[src/rtl/issue_scheduler_pkg.sv]
// Shared definitions for the in-order issue scheduler: RV32I field
// positions, the bubble encoding and the issue FSM state encoding.
package issue_scheduler_pkg;

  // RV32I register field bit positions
  localparam int RS1_HI = 19;
  localparam int RS1_LO = 15;
  localparam int RS2_HI = 24;
  localparam int RS2_LO = 20;
  localparam int RD_HI  = 11;
  localparam int RD_LO  = 7;

  // All-zero word driven on Instr_out when nothing issues
  localparam logic [31:0] NOP_INSTR = 32'h0000_0000;

  // Issue FSM encoding
  localparam logic [1:0] ST_IDLE  = 2'd0;
  localparam logic [1:0] ST_ISSUE = 2'd1;
  localparam logic [1:0] ST_STALL = 2'd2;

  typedef logic [4:0] reg_idx_t;

  // Control bits that travel with each queued instruction
  typedef struct packed {
    logic reg_write;
    logic alu_src;
  } ctrl_t;

endpackage

[src/rtl/instr_fifo.sv]
// Synchronous FIFO holding queued instructions. Head is read combinationally
// from storage, so a word written this cycle is visible at the head no
// earlier than the next cycle.
module instr_fifo #(
  parameter int WIDTH = 34,
  parameter int DEPTH = 16
) (
  input  logic             clk,
  input  logic             rst,
  input  logic             wr_en,
  input  logic [WIDTH-1:0] wr_data,
  input  logic             rd_en,
  output logic [WIDTH-1:0] rd_data,
  output logic             full,
  output logic             empty
);
  localparam int AW = $clog2(DEPTH);

  logic [WIDTH-1:0] mem [DEPTH];
  logic [AW-1:0]    wr_ptr, rd_ptr;
  logic [AW:0]      count;
  logic             do_wr, do_rd;

  assign do_wr   = wr_en && !full;
  assign do_rd   = rd_en && !empty;
  assign full    = (count == (AW+1)'(DEPTH));
  assign empty   = (count == '0);
  assign rd_data = mem[rd_ptr];

  // Pointer and occupancy tracking; pointers wrap naturally (DEPTH is 2^n)
  always_ff @(posedge clk) begin
    if (rst) begin
      wr_ptr <= '0;
      rd_ptr <= '0;
      count  <= '0;
    end else begin
      if (do_wr) wr_ptr <= wr_ptr + 1'b1;
      if (do_rd) rd_ptr <= rd_ptr + 1'b1;
      case ({do_wr, do_rd})
        2'b10:   count <= count + 1'b1;
        2'b01:   count <= count - 1'b1;
        default: count <= count;
      endcase
    end
  end

  // Storage write; contents need no reset since occupancy gates reads
  always_ff @(posedge clk) begin
    if (do_wr) mem[wr_ptr] <= wr_data;
  end

endmodule

[src/rtl/issue_scheduler.sv]
// In-order single-issue scheduler: queues instructions, tracks pending
// register writes with a per-register countdown, and holds the queue head
// until its source registers are no longer pending.
module issue_scheduler
  import issue_scheduler_pkg::*;
#(
  parameter int Instruction_word_size = 32,
  parameter int bs  = 16,
  parameter int LAT = 3
) (
  input  logic                             clk,
  input  logic                             rst,
  input  logic [Instruction_word_size-1:0] Instr_in,
  input  logic                             in_valid,
  output logic                             in_ready,
  input  logic                             RegWrite,
  input  logic                             ALUSrc,
  output logic [Instruction_word_size-1:0] Instr_out,
  output logic                             out_valid,
  output logic [15:0]                      stall_cnt
);
  localparam int         EW    = Instruction_word_size + $bits(ctrl_t);
  localparam logic [2:0] LAT_C = 3'(LAT);

  logic                             full, empty;
  logic [EW-1:0]                    head;
  logic [Instruction_word_size-1:0] head_instr;
  ctrl_t                            head_ctrl;
  reg_idx_t                         rs1, rs2, rd;
  logic [31:0][2:0]                 sb_cnt;
  logic                             hazard, sb_load;
  logic [1:0]                       state;

  assign in_ready = !full && !rst;

  instr_fifo #(.WIDTH(EW), .DEPTH(bs)) u_fifo (
    .clk     (clk),
    .rst     (rst),
    .wr_en   (in_valid && in_ready),
    .wr_data ({Instr_in, RegWrite, ALUSrc}),
    .rd_en   (state == ST_ISSUE),
    .rd_data (head),
    .full    (full),
    .empty   (empty)
  );

  assign head_instr = head[EW-1 -: Instruction_word_size];
  assign head_ctrl  = head[$bits(ctrl_t)-1:0];
  assign rs1        = head_instr[RS1_HI:RS1_LO];
  assign rs2        = head_instr[RS2_HI:RS2_LO];
  assign rd         = head_instr[RD_HI:RD_LO];

  // Hazard check at the queue head and per-cycle state selection
  always_comb begin
    hazard = (sb_cnt[rs1] != '0) || (!head_ctrl.alu_src && (sb_cnt[rs2] != '0));
    if (empty)       state = ST_IDLE;
    else if (hazard) state = ST_STALL;
    else             state = ST_ISSUE;
  end

  assign sb_load = (state == ST_ISSUE) && head_ctrl.reg_write && (rd != '0);

  // Scoreboard: load LAT on issue of a writer, otherwise count down; x0 stays 0
  always_ff @(posedge clk) begin
    if (rst) begin
      sb_cnt <= '0;
    end else begin
      sb_cnt[0] <= '0;
      for (int i = 1; i < 32; i++) begin
        if (sb_load && rd == reg_idx_t'(i)) sb_cnt[i] <= LAT_C;
        else if (sb_cnt[i] != '0)           sb_cnt[i] <= sb_cnt[i] - 3'd1;
      end
    end
  end

  // Issue register: head instruction on ISSUE, bubble otherwise
  always_ff @(posedge clk) begin
    if (rst) begin
      Instr_out <= '0;
      out_valid <= 1'b0;
    end else if (state == ST_ISSUE) begin
      Instr_out <= head_instr;
      out_valid <= 1'b1;
    end else begin
      Instr_out <= Instruction_word_size'(NOP_INSTR);
      out_valid <= 1'b0;
    end
  end

  // Saturating count of cycles spent stalled on a hazard
  always_ff @(posedge clk) begin
    if (rst)                                          stall_cnt <= '0;
    else if (state == ST_STALL && stall_cnt != 16'hFFFF) stall_cnt <= stall_cnt + 16'd1;
  end

endmodule
[config.mk]
export PLATFORM = sky130hd
export DESIGN_NAME = issue_scheduler
export DESIGN_NICKNAME = d
export VERILOG_FILES = /design/src/rtl/issue_scheduler_pkg.sv /design/src/rtl/instr_fifo.sv /design/src/rtl/issue_scheduler.sv
export SDC_FILE = /design/constraint.sdc
export NUM_CORES = 1
export LEC_CHECK = 0
export BUFFER_PORTS_ARGS = -buffer_cell sky130_fd_sc_hd__clkbuf_2
export CAP_MARGIN = 10
export CORE_MARGIN = 10
export CORE_UTILIZATION = 30
export DETAILED_ROUTE_END_ITERATION = 6
export PLACE_DENSITY = 0.51
export SLEW_MARGIN = 5
export SYNTH_ARGS = -nofsm -noshare
export SYNTH_HDL_FRONTEND = slang
export SYNTH_SLANG_ARGS = --single-unit
[constraint.sdc]
create_clock -name clk -period 5.02 [get_ports clk]
set_input_delay 1.506 -clock clk [delete_from_list [all_inputs] [get_ports clk]]
set_output_delay 1.506 -clock clk [all_outputs]
set_load 0.02 [all_outputs]
## Word level (Yosys, flattened, before mapping)

Memory sizes are Yosys's and may differ from the RTL's. A register that Yosys moved wholly into a read port is not among the register bits.
Index checks and enable logic that the tools add are counted.

| word-level totals | value |
|---|---|
| register bits after elaboration | 158 |
| bits in writable memories | 544 |
| input bits | 37 |
| output and inout bits | 50 |
| word-level logic and storage cells | 363 |
| memories | 1 |

| operators by class | value |
|---|---|
| $add $sub $neg | 36 |
| $lt $le $gt $ge | 2 |
| eq/ne operators | 37 |
| mux-type cells | 74 |
| bitwise gates (word level) | 1 |
| reduce and logical (&&, ||, !) cells | 143 |

Memory list:

| name | words | bits a word | rd ports | clocked after memory_dff | wr ports | RTL line | text |
|---|---|---|---|---|---|---|---|
| u_fifo.mem | 16 | 34 | 1 | 1 | 1 | instr_fifo.sv:19 | `logic [WIDTH-1:0] mem [DEPTH];` |

Operators by type and width:

| operator | number |
|---|---|
| 3-bit two-way mux | 64 |
| 3-bit nonzero test | 33 |
| 3-bit by 1-bit subtractor with 3-bit output (second input constant) | 31 |
| 5-bit equality test (second input constant) | 17 |
| 2-bit nonzero test | 32 |
| 2-bit OR reduction | 32 |
| 5-bit by 4-bit equality test with 1-bit output (second input constant) | 8 |
| 1-bit logical AND | 39 |
| 3-bit binary-select mux with 5-bit select | 2 |
| 5-bit by 3-bit equality test with 1-bit output (second input constant) | 4 |
| 16-bit by 1-bit adder with 16-bit output (second input constant) | 1 |
| 16-bit != test (second input constant) | 1 |
| 5-bit by 6-bit < comparator with 1-bit output (second input constant) | 2 |
| 5-bit by 2-bit equality test with 1-bit output (second input constant) | 2 |
| 5-bit one-hot mux with 2 select lines | 1 |
| 4-bit by 1-bit adder with 4-bit output (second input constant) | 2 |
| 4-bit two-way mux | 2 |
| 5-bit by 1-bit adder with 5-bit output (second input constant) | 1 |
| 5-bit by 1-bit equality test with 1-bit output (second input constant) | 1 |
| 5-bit zero test | 1 |
| 5-bit nonzero test | 1 |
| 5-bit by 1-bit subtractor with 5-bit output (second input constant) | 1 |
| 2-bit by 1-bit equality test with 1-bit output (second input constant) | 2 |
| 2-bit equality test (second input constant) | 2 |
| other kinds (5) | 11 |

## Longest topological paths before layout

| depth | value |
|---|---|
| word-level depth | 12 |
| mapped depth | 24 |
| gate-level depth less buffers | 18 |

## Hierarchy

From an unflattened synthesis, not the netlist that was laid out.

| unflattened totals | value |
|---|---|
| cells, all modules | 1845 |
| area total of the unflattened synthesis | 29114.2 µm² |

Modules (own cells, without submodules):

| module | times used | cells each | area an instance (µm²) |
|---|---|---|---|
| instr_fifo | 1 | 963 | 21380.5 |
| issue_scheduler | 1 | 882 | 7733.7 |

## Worst setup path before layout

OpenSTA, ideal clock, no wires.

| timing path | value |
|---|---|
| kind | input to register |
| from | input rst |
| to | memory u_fifo.mem[3][0] (enable) |
| setup time | 0.467 ns |
| arrival | 5.038 ns |
| path slack | -0.485 ns |
| stages | 6 |
| buffers on the path | 2 |
| cell sequence | clkbuf_1 > a21oi_1 > and2_1 > clkbuf_1 > nand2_1 > nor3_1 |

| between the ends | value |
|---|---|
| cells in the longest elaborated chain, start to end | 6 |

Ends and longest elaborated chain:

| element | RTL line | text |
|---|---|---|
| start, declared | issue_scheduler.sv:12 | `input logic rst,` |
| 1-bit zero test | issue_scheduler.sv:34 | `assign in_ready = !full && !rst;` |
| 1-bit logical AND | issue_scheduler.sv:34 |  |
| named net in_ready | issue_scheduler.sv:15 | `output logic in_ready,` |
| 1-bit logical AND | issue_scheduler.sv:39 | `.wr_en (in_valid && in_ready),` |
| 1-bit logical AND | instr_fifo.sv:24 | `assign do_wr = wr_en && !full;` |
| 1-bit two-way mux | instr_fifo.sv:49 | `if (do_wr) mem[wr_ptr] <= wr_data;` |
| 1-bit two-way mux (implied by the code) | instr_fifo.sv:49 |  |
| end, declared | instr_fifo.sv:19 |  |

The timed path passes the listed nets, and every way through them passes these cells.

==> impl_metrics.tcl <==
set metrics [dict create \
    run_status "finished, final reports clean" \
    critPathLaunchType "register" \
    drc_errors 0 \
    hold_path_class "reg -> reg" \
    synthToLayoutAreaGrowth_pct 16.8 \
    post-synth-top-area-fraction_pct 56.6 \
    die_x_um 330 \
    fin_ws_ps 259 \
    grt_first_pass_wirelength_mm 112 \
    final_hold_violation_count 0 \
    drt-total-wl_mm 74.4 \
    track_usage_pct 13.6 \
    die_h_um 330 \
    timing.max_slew.rel_slack_pct 29.3 \
    worst-setup-path-type "reg -> reg" \
    synth-edff-count 544 \
    final_cells 3249 \
    cts_tree "yes" \
    irDropWorstVdd_uv 280 \
    place.port_buffers 86 \
    layout-drive-gt1-share_pct 24.7 \
    synth_cells 1783 \
    first_global_vias 17287 \
    worst-slew-pin-transition_ps 1050 \
    setup_violations 0 \
    dr_wl_met2_mm 37.4 \
    rsz0062_at_grt "false" \
    htree_num_levels 3 \
    dr.max_layer_used "met5" \
    dpl_cell_area_sq_um 31200 \
    layout_min_cycle_time_ps 4760 \
    yosys_most_used_dff "edfxtp_1" \
    tns_setup_ps 0 \
    die_area_sq_um 109000 \
    netlist_area_sq_um 28900 \
    routed_wire_length_per_instance_um 22.9 \
    synth_nets 1862 \
    total_leakage_power_nw 11.2 \
    fin_nets 2003 \
    place_inst 3110 \
    initialDrtViolationCount 1483 \
    ctsLongestPathBuffers 3 \
    cts_sinks 703 \
    synth_top_area_cell "edfxtp_1" \
    worst_setup_hold_path_clk_slew_ps 60 \
    report.final.slew_viol_count 0 \
    cts_made_buffers 76 \
    met1Wirelength_mm 31.0 \
    clockRootBuffer "clkbuf_16" \
    postSynth.asyncResetShare_pct 0 \
    gp_congestion 0.846 \
    clk-insertion-delay-late_ps 640 \
    design.portCount 87 \
    grt_start_max_net_pins 65 \
    cellPowerDensity_nw_per_um2 481 \
    max_clock_freq_ghz 0.210 \
    detail-route-antenna-nets 0 \
    synth.top_cells.by_area "edfxtp_1 57%, mux4_2 12%, dfxtp_1 11%, ha_1 1.8%, nor2_1 1.5%" \
    finalCritPeriodShare_pct 94.8 \
    core_area_sq_um 95300 \
    timing.critical_path.arrival_ps 5310 \
    worst-endpoint-required_ps 5570 \
    wl_met3_mm 4.06 \
    crit_path_end_kind "register" \
    initial_core_util_pct 30.3 \
    pre_cts_slack_ps 157 \
    dr_total_vias 16439 \
    synthesis.area_per_instance_sq_um 16.2 \
    cp_max_fo 28 \
    drt_first_pass_iters 5 \
    layout.cell_area.non_filler_sq_um 33700 \
    gr-total-overflow 0 \
    antenna_found_initial 9 \
    number_of_flip_flops_and_latches_in_the_synthesized_netlist 703 \
    place.detailed.hpwl_mm 44.0 \
    row_count 113 \
    viasPerCell 5.06 \
    synth_cell_type_count 83 \
    drv_cap 0 \
    synthesis.yosys.warnings 0 \
    synth_sequential_area_ratio_pct 67.6 \
    skew_ps 43.1 \
]
## registers in the layout, summed over array words and instances (netlist names), named ones only
register	flops
u_fifo.rd_ptr	4
sb_cnt	93
u_fifo.count	5
out_valid	1
stall_cnt	16
u_fifo.wr_ptr	4
Instr_out	32
u_fifo.mem	544
## cells in the mapped netlist, types with 9 or more instances
master and count:
dfxtp_1 159, and3_1 51, nand2_1 75, nor3_1 34, ha_1 41, nand2b_1 9, mux2i_1 41, o21a_1 9
a21oi_1 57, a211oi_1 25, inv_1 43, nor4_1 17, or3_1 10, nand3_1 26, or4_1 22, o21ai_0 64
nor2b_1 10, mux4_2 153, mux2_2 24, buf_2 22, edfxtp_1 544, o22ai_1 17, xor2_1 36, clkbuf_1 40
nor2_1 112, a31oi_1 17
## kinds of logic (layout without fill, tap and decap cells)
kind of cell	after synthesis	count (layout)	share of synthesized area (%)
flip-flops	703	703	67.6
AND/OR/NAND/NOR	396	396	6.93
AO/OA/AOI/OAI	249	249	5.62
multiplexers	223	223	14.6
buffers and inverters	130	330	2.17
adder cells (fa/ha/maj)	42	42	1.85
XOR/XNOR	40	40	1.21
other	0	1	0
## critical path, cell delays in order, from the launching register on
cell and delay [ps]:
dfxtp_4 390, buf_4 390, nand2b_1 170, o22ai_1 100, nor3_1 730, a22oi_1 200
and3b_1 220, a22o_1 190, o311ai_2 340, o311a_1 270, nand3_2 150, inv_2 90
ha_2 240, ha_1 290, a21o_1 190, a21oi_1 180, xor2_1 110, or3_1 310
a21oi_1 140
## cell type report
class                      count  area (sq um)
multi-input combinational    950          8890
timing repair buffer         148          1070
sequential                   703         19500
clock inverter                35           380
clock buffer                 102          2100
tap                         1265          1580
antenna                        1          2.50
fill                        9003         61600
inverter                      45           169
## cells in the final DEF (no fill, tap or decap), types with 48 or more instances in the layout
cell type / synthesis / layout
edfxtp_1: 544 / 544
dfxtp_1: 159 / 155
mux4_2: 153 / 153
nor2_1: 112 / 100
clkbuf_2: 1 / 85
clkbuf_16: 0 / 76
nand2_1: 75 / 75
o21ai_0: 64 / 64
a21oi_1: 57 / 57
and3_1: 51 / 51
buf_4: 6 / 48
## stage by stage
step	util, %	total power [mW]	hold slack, ps
global route	35.4	17.1	508
detailed placement	32.7	10.8	489
global placement	32.7	10.6	488
floorplan	-	9.60	476
CTS	35.3	16.4	498
finish	35.4	16.2	496
## power breakdown
part / internal [mW] / switching [mW] / leakage [nW]
Combinational: 1.48 / 2.30 / 3.77
Sequential: 6.65 / 0.281 / 6.20
Clock: 3.18 / 2.35 / 1.21
Total: 11.3 / 4.93 / 11.2
## worst paths after layout
| path | start | endpoint | slack [ps] | cells past startpoint |
|---|---|---|---|---|
| setup / recovery | register | u_fifo.count[4]$_SDFFE_PP0P_ | 260 | 18 |
| hold / removal | stall_cnt[1]$_SDFFE_PP0P_ | stall_cnt[1]$_SDFFE_PP0P_ | 500 | 2 |
| setup reg to reg | register | u_fifo.count[4]$_SDFFE_PP0P_ | 260 | 18 |
| hold reg to reg | stall_cnt[1]$_SDFFE_PP0P_ | stall_cnt[1]$_SDFFE_PP0P_ | 500 | 2 |
## metal layers
layer	track usage [%]	vias to the layer above
met4	3.95	14
li1	-	7358
met3	2.80	135
met5	0	-
met2	23.2	419
met1	17.1	8513
## what timing repair did
| action | CTS | global route |
|---|---|---|
| buffers inserted | 0 | 1 |
| endpoints found under the setup margin | 0 | 16 |
| hold buffers | 0 | 0 |
| resized for setup | 0 | 5 |
Note: power is estimated with default switching activity, not from simulation.
